## src/rtl/bin_to_bcd_seq.sv

```systemverilog
// bin_to_bcd_seq: sequential double-dabble binary-to-BCD converter, one shift per clock.
// Optional leading-zero blanking mask enabled by defining BIN_TO_BCD_LEADING_BLANK_EN.
module bin_to_bcd_seq #(
   parameter int BIN_W  = 16,
   parameter int DIGITS = 5
) (
   input  logic                  clk_i,
   input  logic                  rst_i,
   input  logic                  start_i,
   input  logic [BIN_W-1:0]      bin_i,
   output logic                  busy_o,
   output logic                  done_o,
   output logic [4*DIGITS-1:0]   bcd_o,
   output logic                  ovf_o,
   output logic [DIGITS-1:0]     digit_blank_o
);
   localparam int CW = $clog2(BIN_W + 1);
   localparam logic IDLE  = 1'b0;
   localparam logic SHIFT = 1'b1;
   logic                state_q, state_d;
   logic [BIN_W-1:0]    sh_q, sh_d, sh_sh;
   logic [4*DIGITS-1:0] scr_q, scr_d, scr_sh, adj, bcd_q, bcd_d;
   logic [CW-1:0]       cnt_q, cnt_d;
   logic                ovs_q, ovs_d, ovf_q, ovf_d, done_q, done_d;
   logic                out_bit, ovf_fin, shifting, last, fin;
   always_comb begin
      adj = scr_q;
      for (int d = 0; d < DIGITS; d++)
         adj[4*d+:4] = (scr_q[4*d+:4] >= 4'd5) ? scr_q[4*d+:4] + 4'd3 : scr_q[4*d+:4];
      {out_bit, scr_sh, sh_sh} = {adj, sh_q, 1'b0};
      ovf_fin  = ovs_q | out_bit;
      shifting = state_q == SHIFT;
      last     = cnt_q == CW'(BIN_W - 1);
      fin      = shifting && last;
      state_d  = shifting ? (last ? IDLE : SHIFT) : (start_i ? SHIFT : IDLE);
      sh_d     = shifting ? sh_sh : (start_i ? bin_i : sh_q);
      scr_d    = shifting ? scr_sh : (start_i ? '0 : scr_q);
      cnt_d    = shifting ? cnt_q + CW'(1) : '0;
      ovs_d    = shifting ? ovf_fin : (start_i ? 1'b0 : ovs_q);
      done_d   = fin;
      bcd_d    = fin ? scr_sh : bcd_q;
      ovf_d    = fin ? ovf_fin : ovf_q;
   end
   always_ff @(posedge clk_i or posedge rst_i) begin
      if (rst_i) begin
         state_q <= IDLE;
         sh_q    <= '0;
         scr_q   <= '0;
         cnt_q   <= '0;
         ovs_q   <= 1'b0;
         done_q  <= 1'b0;
         bcd_q   <= '0;
         ovf_q   <= 1'b0;
      end else begin
         state_q <= state_d;
         sh_q    <= sh_d;
         scr_q   <= scr_d;
         cnt_q   <= cnt_d;
         ovs_q   <= ovs_d;
         done_q  <= done_d;
         bcd_q   <= bcd_d;
         ovf_q   <= ovf_d;
      end
   end
   assign busy_o = state_q == SHIFT;
   assign done_o = done_q;
   assign bcd_o  = bcd_q;
   assign ovf_o  = ovf_q;
`ifdef BIN_TO_BCD_LEADING_BLANK_EN
   // digit 0 never blanks, so a zero result still shows one "0"
   localparam logic [DIGITS-1:0] BLANK_RST = ~(DIGITS'(1));
   logic [DIGITS-1:0] blank_q, blank_d;
   logic              z;
   always_comb begin
      blank_d = '0;
      z       = ~ovf_fin;
      for (int k = DIGITS - 1; k >= 1; k--) begin
         z          = z & (scr_sh[4*k+:4] == 4'd0);
         blank_d[k] = z;
      end
   end
   always_ff @(posedge clk_i or posedge rst_i) begin
      if (rst_i)
         blank_q <= BLANK_RST;
      else if (fin)
         blank_q <= blank_d;
   end
   assign digit_blank_o = blank_q;
`else
   assign digit_blank_o = '0;
`endif
endmodule

```

## config.mk

```make
export PLATFORM = sky130hd
export DESIGN_NAME = bin_to_bcd_seq
export DESIGN_NICKNAME = d
export VERILOG_FILES = /design/src/rtl/bin_to_bcd_seq.sv
export SDC_FILE = /design/constraint.sdc
export NUM_CORES = 1
export LEC_CHECK = 0
export CAP_MARGIN = 25
export CORE_ASPECT_RATIO = 0.8
export CORE_MARGIN = 5
export CORE_UTILIZATION = 59
export DETAILED_ROUTE_END_ITERATION = 8
export PLACE_DENSITY = 0.9
export SLEW_MARGIN = 20
export SYNTH_ARGS = -nofsm -noshare
export SYNTH_HDL_FRONTEND = slang
export SYNTH_SLANG_ARGS = --single-unit
```

## constraint.sdc

```tcl
create_clock -name clk_i -period 4.05 [get_ports clk_i]
set_clock_uncertainty 0.1 [all_clocks]
set_input_delay 0.81 -clock clk_i [delete_from_list [all_inputs] [get_ports clk_i]]
set_output_delay 0.81 -clock clk_i [all_outputs]
set_load 0.03 [all_outputs]
```

==> results of run 1 <==
Yosys cell counts (10+ instances only):
cell type,n,share of area [%]
a21oi_1,10,1.4
buf_2,14,2.0
buf_4,10,2.1
dfrtp_1,65,46
ha_1,12,4.3
inv_1,13,1.4
mux2i_1,20,5.7
nand2_1,49,5.3
nand3_1,23,3.3
nor2b_1,10,1.8
nor3b_1,14,3.0
o21ai_0,34,4.9
stage by stage:
stage	instances	setup WS (ps)	power (mW)	utilization, %	cell area, sq um
finish	479	1730	3.34	70.7	4130
global route	479	1610	3.58	70.7	4130
CTS	479	1720	3.34	70.7	4130
detailed placement	463	1470	2.63	66.4	3880
global placement	463	1540	2.57	66.4	3880
floorplan	369	1510	2.23	-	3510
routing by layer:
metal	up-vias	track usage (%)	routed length, um
li1	1359	-	-
met1	1362	28.6	3370
met2	66	34.4	3560
met3	12	6.91	447
met4	0	6.39	89
met5	-	0	0
cells by family (layout without fill, tap and decap cells):
logic type	after synthesis	in the layout	share of synthesized area [%]
xor+xnor	2	2	0.501
mux	20	20	5.72
simple gates	137	137	20.4
flops	65	65	46.5
buf+inv	46	75	6.51
fa+ha+maj	12	12	4.29
other cells	1	5	0.107
compound gates	82	82	16.0
how the worst max path moves through the flow:
stage | startpoint | slack, ps | endpoint | cells past startpoint
3_3_place_gp | start_i | 1540 | sh_q[8]$_DFFE_PP0P_ | 4
6_report | cnt_q[0]$_DFF_PP0_ | 1730 | bcd_o[17]$_DFFE_PP0P_ | 7
5_1_grt | cnt_q[0]$_DFF_PP0_ | 1610 | bcd_o[17]$_DFFE_PP0P_ | 7
4_1_cts | bcd_o[3]$_DFFE_PP0P_ | 1720 | bcd_o[3] | 1
3_5_place_dp | start_i | 1470 | sh_q[2]$_DFFE_PP0P_ | 4
2_1_floorplan | rst_i | 1510 | bcd_o[0]$_DFFE_PP0P_ | 1
final cells by class:
type	instances	area, sq um
fill	428	1720
multi-input combinational	258	1660
sequential	65	1630
timing repair buffer	45	440
clock buffer	10	138
clock inverter	6	115
tap	81	101
inverter	14	52.6
power groups by stage:
| stage | combinational (mW) | sequential [mW] | clock, mW |
|---|---|---|---|
| floorplan | 0.979 | 1.25 | 0 |
| global route | 1.60 | 1.24 | 0.738 |
| detailed placement | 1.43 | 1.20 | 0 |
| finish | 1.45 | 1.20 | 0.693 |
| CTS | 1.45 | 1.19 | 0.699 |
| global placement | 1.38 | 1.18 | 0 |
worst reg2reg max path: stages (launching register included):
cell      delay, ps
dfrtp_1         410
ha_1            230
and3_1          180
ha_1            230
nand2_4         320
inv_2           270
a31oi_1         220
o311ai_0        190
sequential cells by signal, indices dropped and copies added (netlist names):
register and cells:
ovf_o 1, busy_o 1, cnt_q 5, ovs_q 1, sh_q 16, bcd_o 20
done_o 1, scr_q 20
placed cells by master, fill, tap and decap left out, types with 2 or more instances in the layout:
cell type	Yosys	layout
dfrtp_1	65	64
nand2_1	49	49
clkdlybuf4s50_1	0	41
o21ai_0	34	34
nand3_1	23	23
mux2i_1	20	20
nor3b_1	14	14
inv_1	13	12
ha_1	12	12
nor2b_1	10	10
a21oi_1	10	10
clkbuf_8	0	10
nand4_1	8	8
a2111o_1	8	8
nor2_1	8	8
o31ai_1	7	7
nand2b_1	5	5
conb_1	1	5
or4_1	4	4
a211o_1	4	4
nor4_1	4	4
nor3_1	4	4
a311o_1	4	4
buf_4	10	4
a211oi_1	3	3
and2_1	3	3
bufinv_16	0	3
inv_2	1	2
a31oi_1	2	2
nand2b_2	2	2
a2bb2oi_1	2	2
a32o_1	2	2
a31o_2	2	2
clkinv_4	0	2
==> metrics.txt, run 1 <==
first drt pass iteration count=4; sequential share of power=between 30% and 40%; setup TNS=0 ps; Top Ports=47; Async S/R FF share, synth=100%; gate count of the mapped netlist=between 300 and 400; synth warn=0; CP dominant cell by count=ha_1; status=complete, no violations; syn avg cell area=roughly 9.6 sq um; Worst Tran Pin Value=687 ps; Hold Vio Cnt, Final=0; fin nets=424; Cell Area, Synth=around 0.0035 sq mm; post_cts resized=0; Comb pwr share=43.3%; CTS H-Tree Depth=3; Worst slew margin=54.2%; Seq/Total Area, Yosys=roughly 46%; 1st-iter DRT viols=around 220; crit-path cells=ha_1, and3_1, ha_1, nand2_4, inv_2, a31oi_1, o311ai_0; max-cap violation count=0; hold_sp=cnt_q[0]$_DFF_PP0_; fin crit period=approximately 2300 ps; HPWL after DPL=4.90 mm; reg2reg start=cnt_q[0]$_DFF_PP0_; area delta synth->final=18.2%; hold path depth=1; CTS root buf=clkbuf_8; Main synth FF type=dfrtp_1; slowest stage delay, CP=~400 ps; r2r worst-path depth=7; first-pass GRT wire length=12.8 mm; register bit count reported by yosys=65; final wirelength=~7.5 mm; DR WL/cell=between 15 and 20 um; share of post-route cells with drive strength above 1=under 10%; highest achievable clock rate=about 430 MHz; initial antenna violation count=0; P_int=slightly below 2 mW; Unique masters post-synth=41; max-slew violation count=0; DRC Markers=0; I/O Buffers=between 40 and 50; Worst-Skew Late Latency=approximately 350 ps; Vias/cell=5.84; final hold slack=roughly 370 ps; GRT Overall Usage=around 22%; Initial Utilization=approximately three fifths; Pwr per Cell Area=roughly 810 mW/mm^2; RSZ-0062 raised after global routing=false; switching power share of the total=41.1%; flop-to-flop setup slack=1730 ps; TritonCTS sink count=65; Buf/Inv on CP=1; Hold EP=cnt_q[0]$_DFF_PP0_; chip width=just under 100 um; worst hold-check path type=reg -> reg; capturing element type of the critical path=flip-flop; CP max-delay cell=dfrtp_1; Critical Path AT=about 2400 ps; number of synthesized flops with an enable pin=0; crit share post-route=between 50% and 60%; Vias=approximately 2800; clock tree buffer depth=2; n_diodes=0; Post-CTS Hold Buffers=0; worst r2r dst=bcd_o[17]$_DFFE_PP0P_; WS Path Type=reg -> reg; antenna-violating nets left=0; largest net degree at the start of global routing=73; share of total power in the clock network=20.8%; Psw=approximately 1.4 mW; global placement routability congestion=approximately 0.85; CTS tree=done; row count=25; die height=78.9 um; Core Area=0.00585 sq mm; setup violators final=0; worst path required time=4130 ps; die area=~0.0076 sq mm; static leakage=1.79 nW; total gr overflow=0; vias in the first global route=about 2600; worst-path fanout max=35; CP delay by family, top=simple AND/OR/NAND/NOR gates; VDD IR-drop max=~430 uV; setup bufs post-CTS=0; CTS buffer count=9; Startpoint Class=flip-flop; Worst-path clk slew=approximately 80 ps
Power figures use the tool's default switching activity.
==> inputs of run 2 (changes only) <==
CORE_UTILIZATION = 50   (was 59)
PLACE_DENSITY = 0.82   (was 0.9)
clock period = 2 ns   (was 4.05 ns; I/O delays follow)
==> run 2 against run 1 <==
Against the previous run: hold slack got worse by 82 ps; critical endpoint is now bcd_o[8]$_DFFE_PP0P_; die area increased by 16%; flip-flop and latch count unchanged; total power increased by 100%; fmax increased by 22%; largest cell class unchanged; cell count increased by 2.9%.
==> metrics.txt, run 2 (synthesized netlist as in run 1, its figures left out) <==
VDD IR-drop max=between 700 and 800 uV; worst path required time=between 2000 and 2500 ps; TritonCTS sink count=65; 1st-iter DRT viols=~160; DRC Markers=0; first-pass GRT wire length=13.3 mm; fin nets=432; first drt pass iteration count=4; total gr overflow=0; crit-path cells=ha_1, and3_1, ha_2, nand2_2, or4_1, nand3_1; static leakage=roughly 1.8 nW; Pwr per Cell Area=approximately 1600 mW/mm^2; CTS tree=done; max-slew violation count=0; area of the multi-input gates=approximately 0.0017 sq mm; status=complete, no violations; WS Path Type=reg -> reg; CTS root buf=clkbuf_8; Worst slew margin=between 40% and 50%; commonest non-fill, non-tap cell in the layout=dfrtp_1; Startpoint Class=flip-flop; Worst Tran Pin Value=770 ps; capturing element type of the critical path=flip-flop; GRT Overall Usage=roughly 18%; RSZ-0062 raised after global routing=true; antenna-violating nets left=0; clock tree buffer depth=2; Tot Pwr=~6.8 mW; fin area=around 0.0042 sq mm; worst hold-check path type=in -> async; Vias/cell=roughly 5.7; fin crit period=roughly 1900 ps; CP max-delay cell=or4_1; HPWL after DPL=between 5 and 6 mm; initial antenna violation count=0; vias in the first global route=approximately 2700; setup TNS=0 ps; crit share post-route=a little over nine tenths; Vias=2810; Critical Path AT=about 2100 ps; final hold slack=286 ps; setup violators final=0; max-cap violation count=0; area delta synth->final=20.7%; highest-count cells in the layout ignoring fill and taps=dfrtp_1, nand2_1, clkdlybuf4s50_1; CTS buffer count=9; n_diodes=0; # fillers=554; Core Area=a little under 0.007 sq mm; highest achievable clock rate=525 MHz; final wirelength=7.84 mm; global placement routability congestion=between 0.8 and 0.9; slowest stage delay, CP=approximately 530 ps; die area=~0.009 sq mm; Initial Utilization=51.0%; chip width=just over 100 um; DR WL/cell=roughly 16 um; row count=27; Post-DP Area=a little under 0.004 sq mm; Top Ports=47; CTS H-Tree Depth=3; I/O Buffers=41; worst-path fanout max=10; Hold Vio Cnt, Final=0; die height=roughly 85 um; largest net degree at the start of global routing=48; share of post-route cells with drive strength above 1=a little under a tenth; Worst-Skew Late Latency=about 340 ps; Worst-path clk slew=70 ps; FF/Latch Area=0.00163 sq mm; Post-CTS Hold Buffers=0
## run 2: cell count changes in the layout (fill, tap and decap cells not counted), sizes merged
cell	previous run	this run
clkdlybuf4s50	41	40
buf	4	12
inv	14	13
nand2	50	51
clkinv	2	3
## run 2: what timing repair did
item / in CTS / in global routing
resized for setup: 1 / 1
setup endpoints to repair: 4 / 9
buffers inserted: 0 / 1
cloned: 0 / 1
pin swaps: 1 / 1
## run 2: worst max-delay path, delay by kind of cell (launching register included)
kind	cells	cell delay, ps
AND/OR/NAND/NOR	4	950
adder cells (fa/ha/maj)	2	420
flip-flops	1	370
## run 2: per-stage QoR
step	utilization, %	setup slack, ps	instances
2_1_floorplan	-	239	369
3_3_place_gp	57.7	27.1	475
3_5_place_dp	57.7	-77.2	475
4_1_cts	61.3	3.07	491
5_1_grt	61.6	-8.85	493
6_report	61.6	94.2	493
## run 2: path summary, 6_finish.rpt
| path | slack, ps | cells after the start | end | start |
|---|---|---|---|---|
| worst max-delay path | 90 | 6 | bcd_o[8]$_DFFE_PP0P_ | cnt_q[0]$_DFF_PP0_ |
| worst min-delay path | 290 | 2 | sh_q[4]$_DFFE_PP0P_ | rst_i |
| worst max register to register | 90 | 6 | bcd_o[8]$_DFFE_PP0P_ | cnt_q[0]$_DFF_PP0_ |
| worst min register to register | 380 | 1 | cnt_q[0]$_DFF_PP0_ | cnt_q[0]$_DFF_PP0_ |
| max in group asynchronous | 1040 | 3 | busy_o$_DFF_PP0_ | rst_i |
| min in group clk_i | 380 | 1 | cnt_q[0]$_DFF_PP0_ | cnt_q[0]$_DFF_PP0_ |
## run 2: report_power, final
group	switching [mW]	leakage (nW)	internal, mW
Combinational	1.72	0.894	1.29
Sequential	0.565	0.809	1.87
Clock	0.501	0.126	0.855
Total	2.78	1.83	4.01
## run 2: cell type report
class | instances | area share [%]
Tap cell | 87 | 2.58
Timing Repair Buffer | 52 | 12.2
Multi-Input combinational cell | 259 | 39.5
Clock buffer | 10 | 3.26
Sequential cell | 65 | 38.6
Clock inverter | 6 | 2.49
Inverter | 14 | 1.39
## run 2: metal layers
| layer | GRT usage, % | wire, um |
|---|---|---|
| met4 | 6.08 | 67 |
| met3 | 5.86 | 401 |
| met2 | 27.8 | 3790 |
| met1 | 25.1 | 3590 |
| met5 | 0 | 0 |
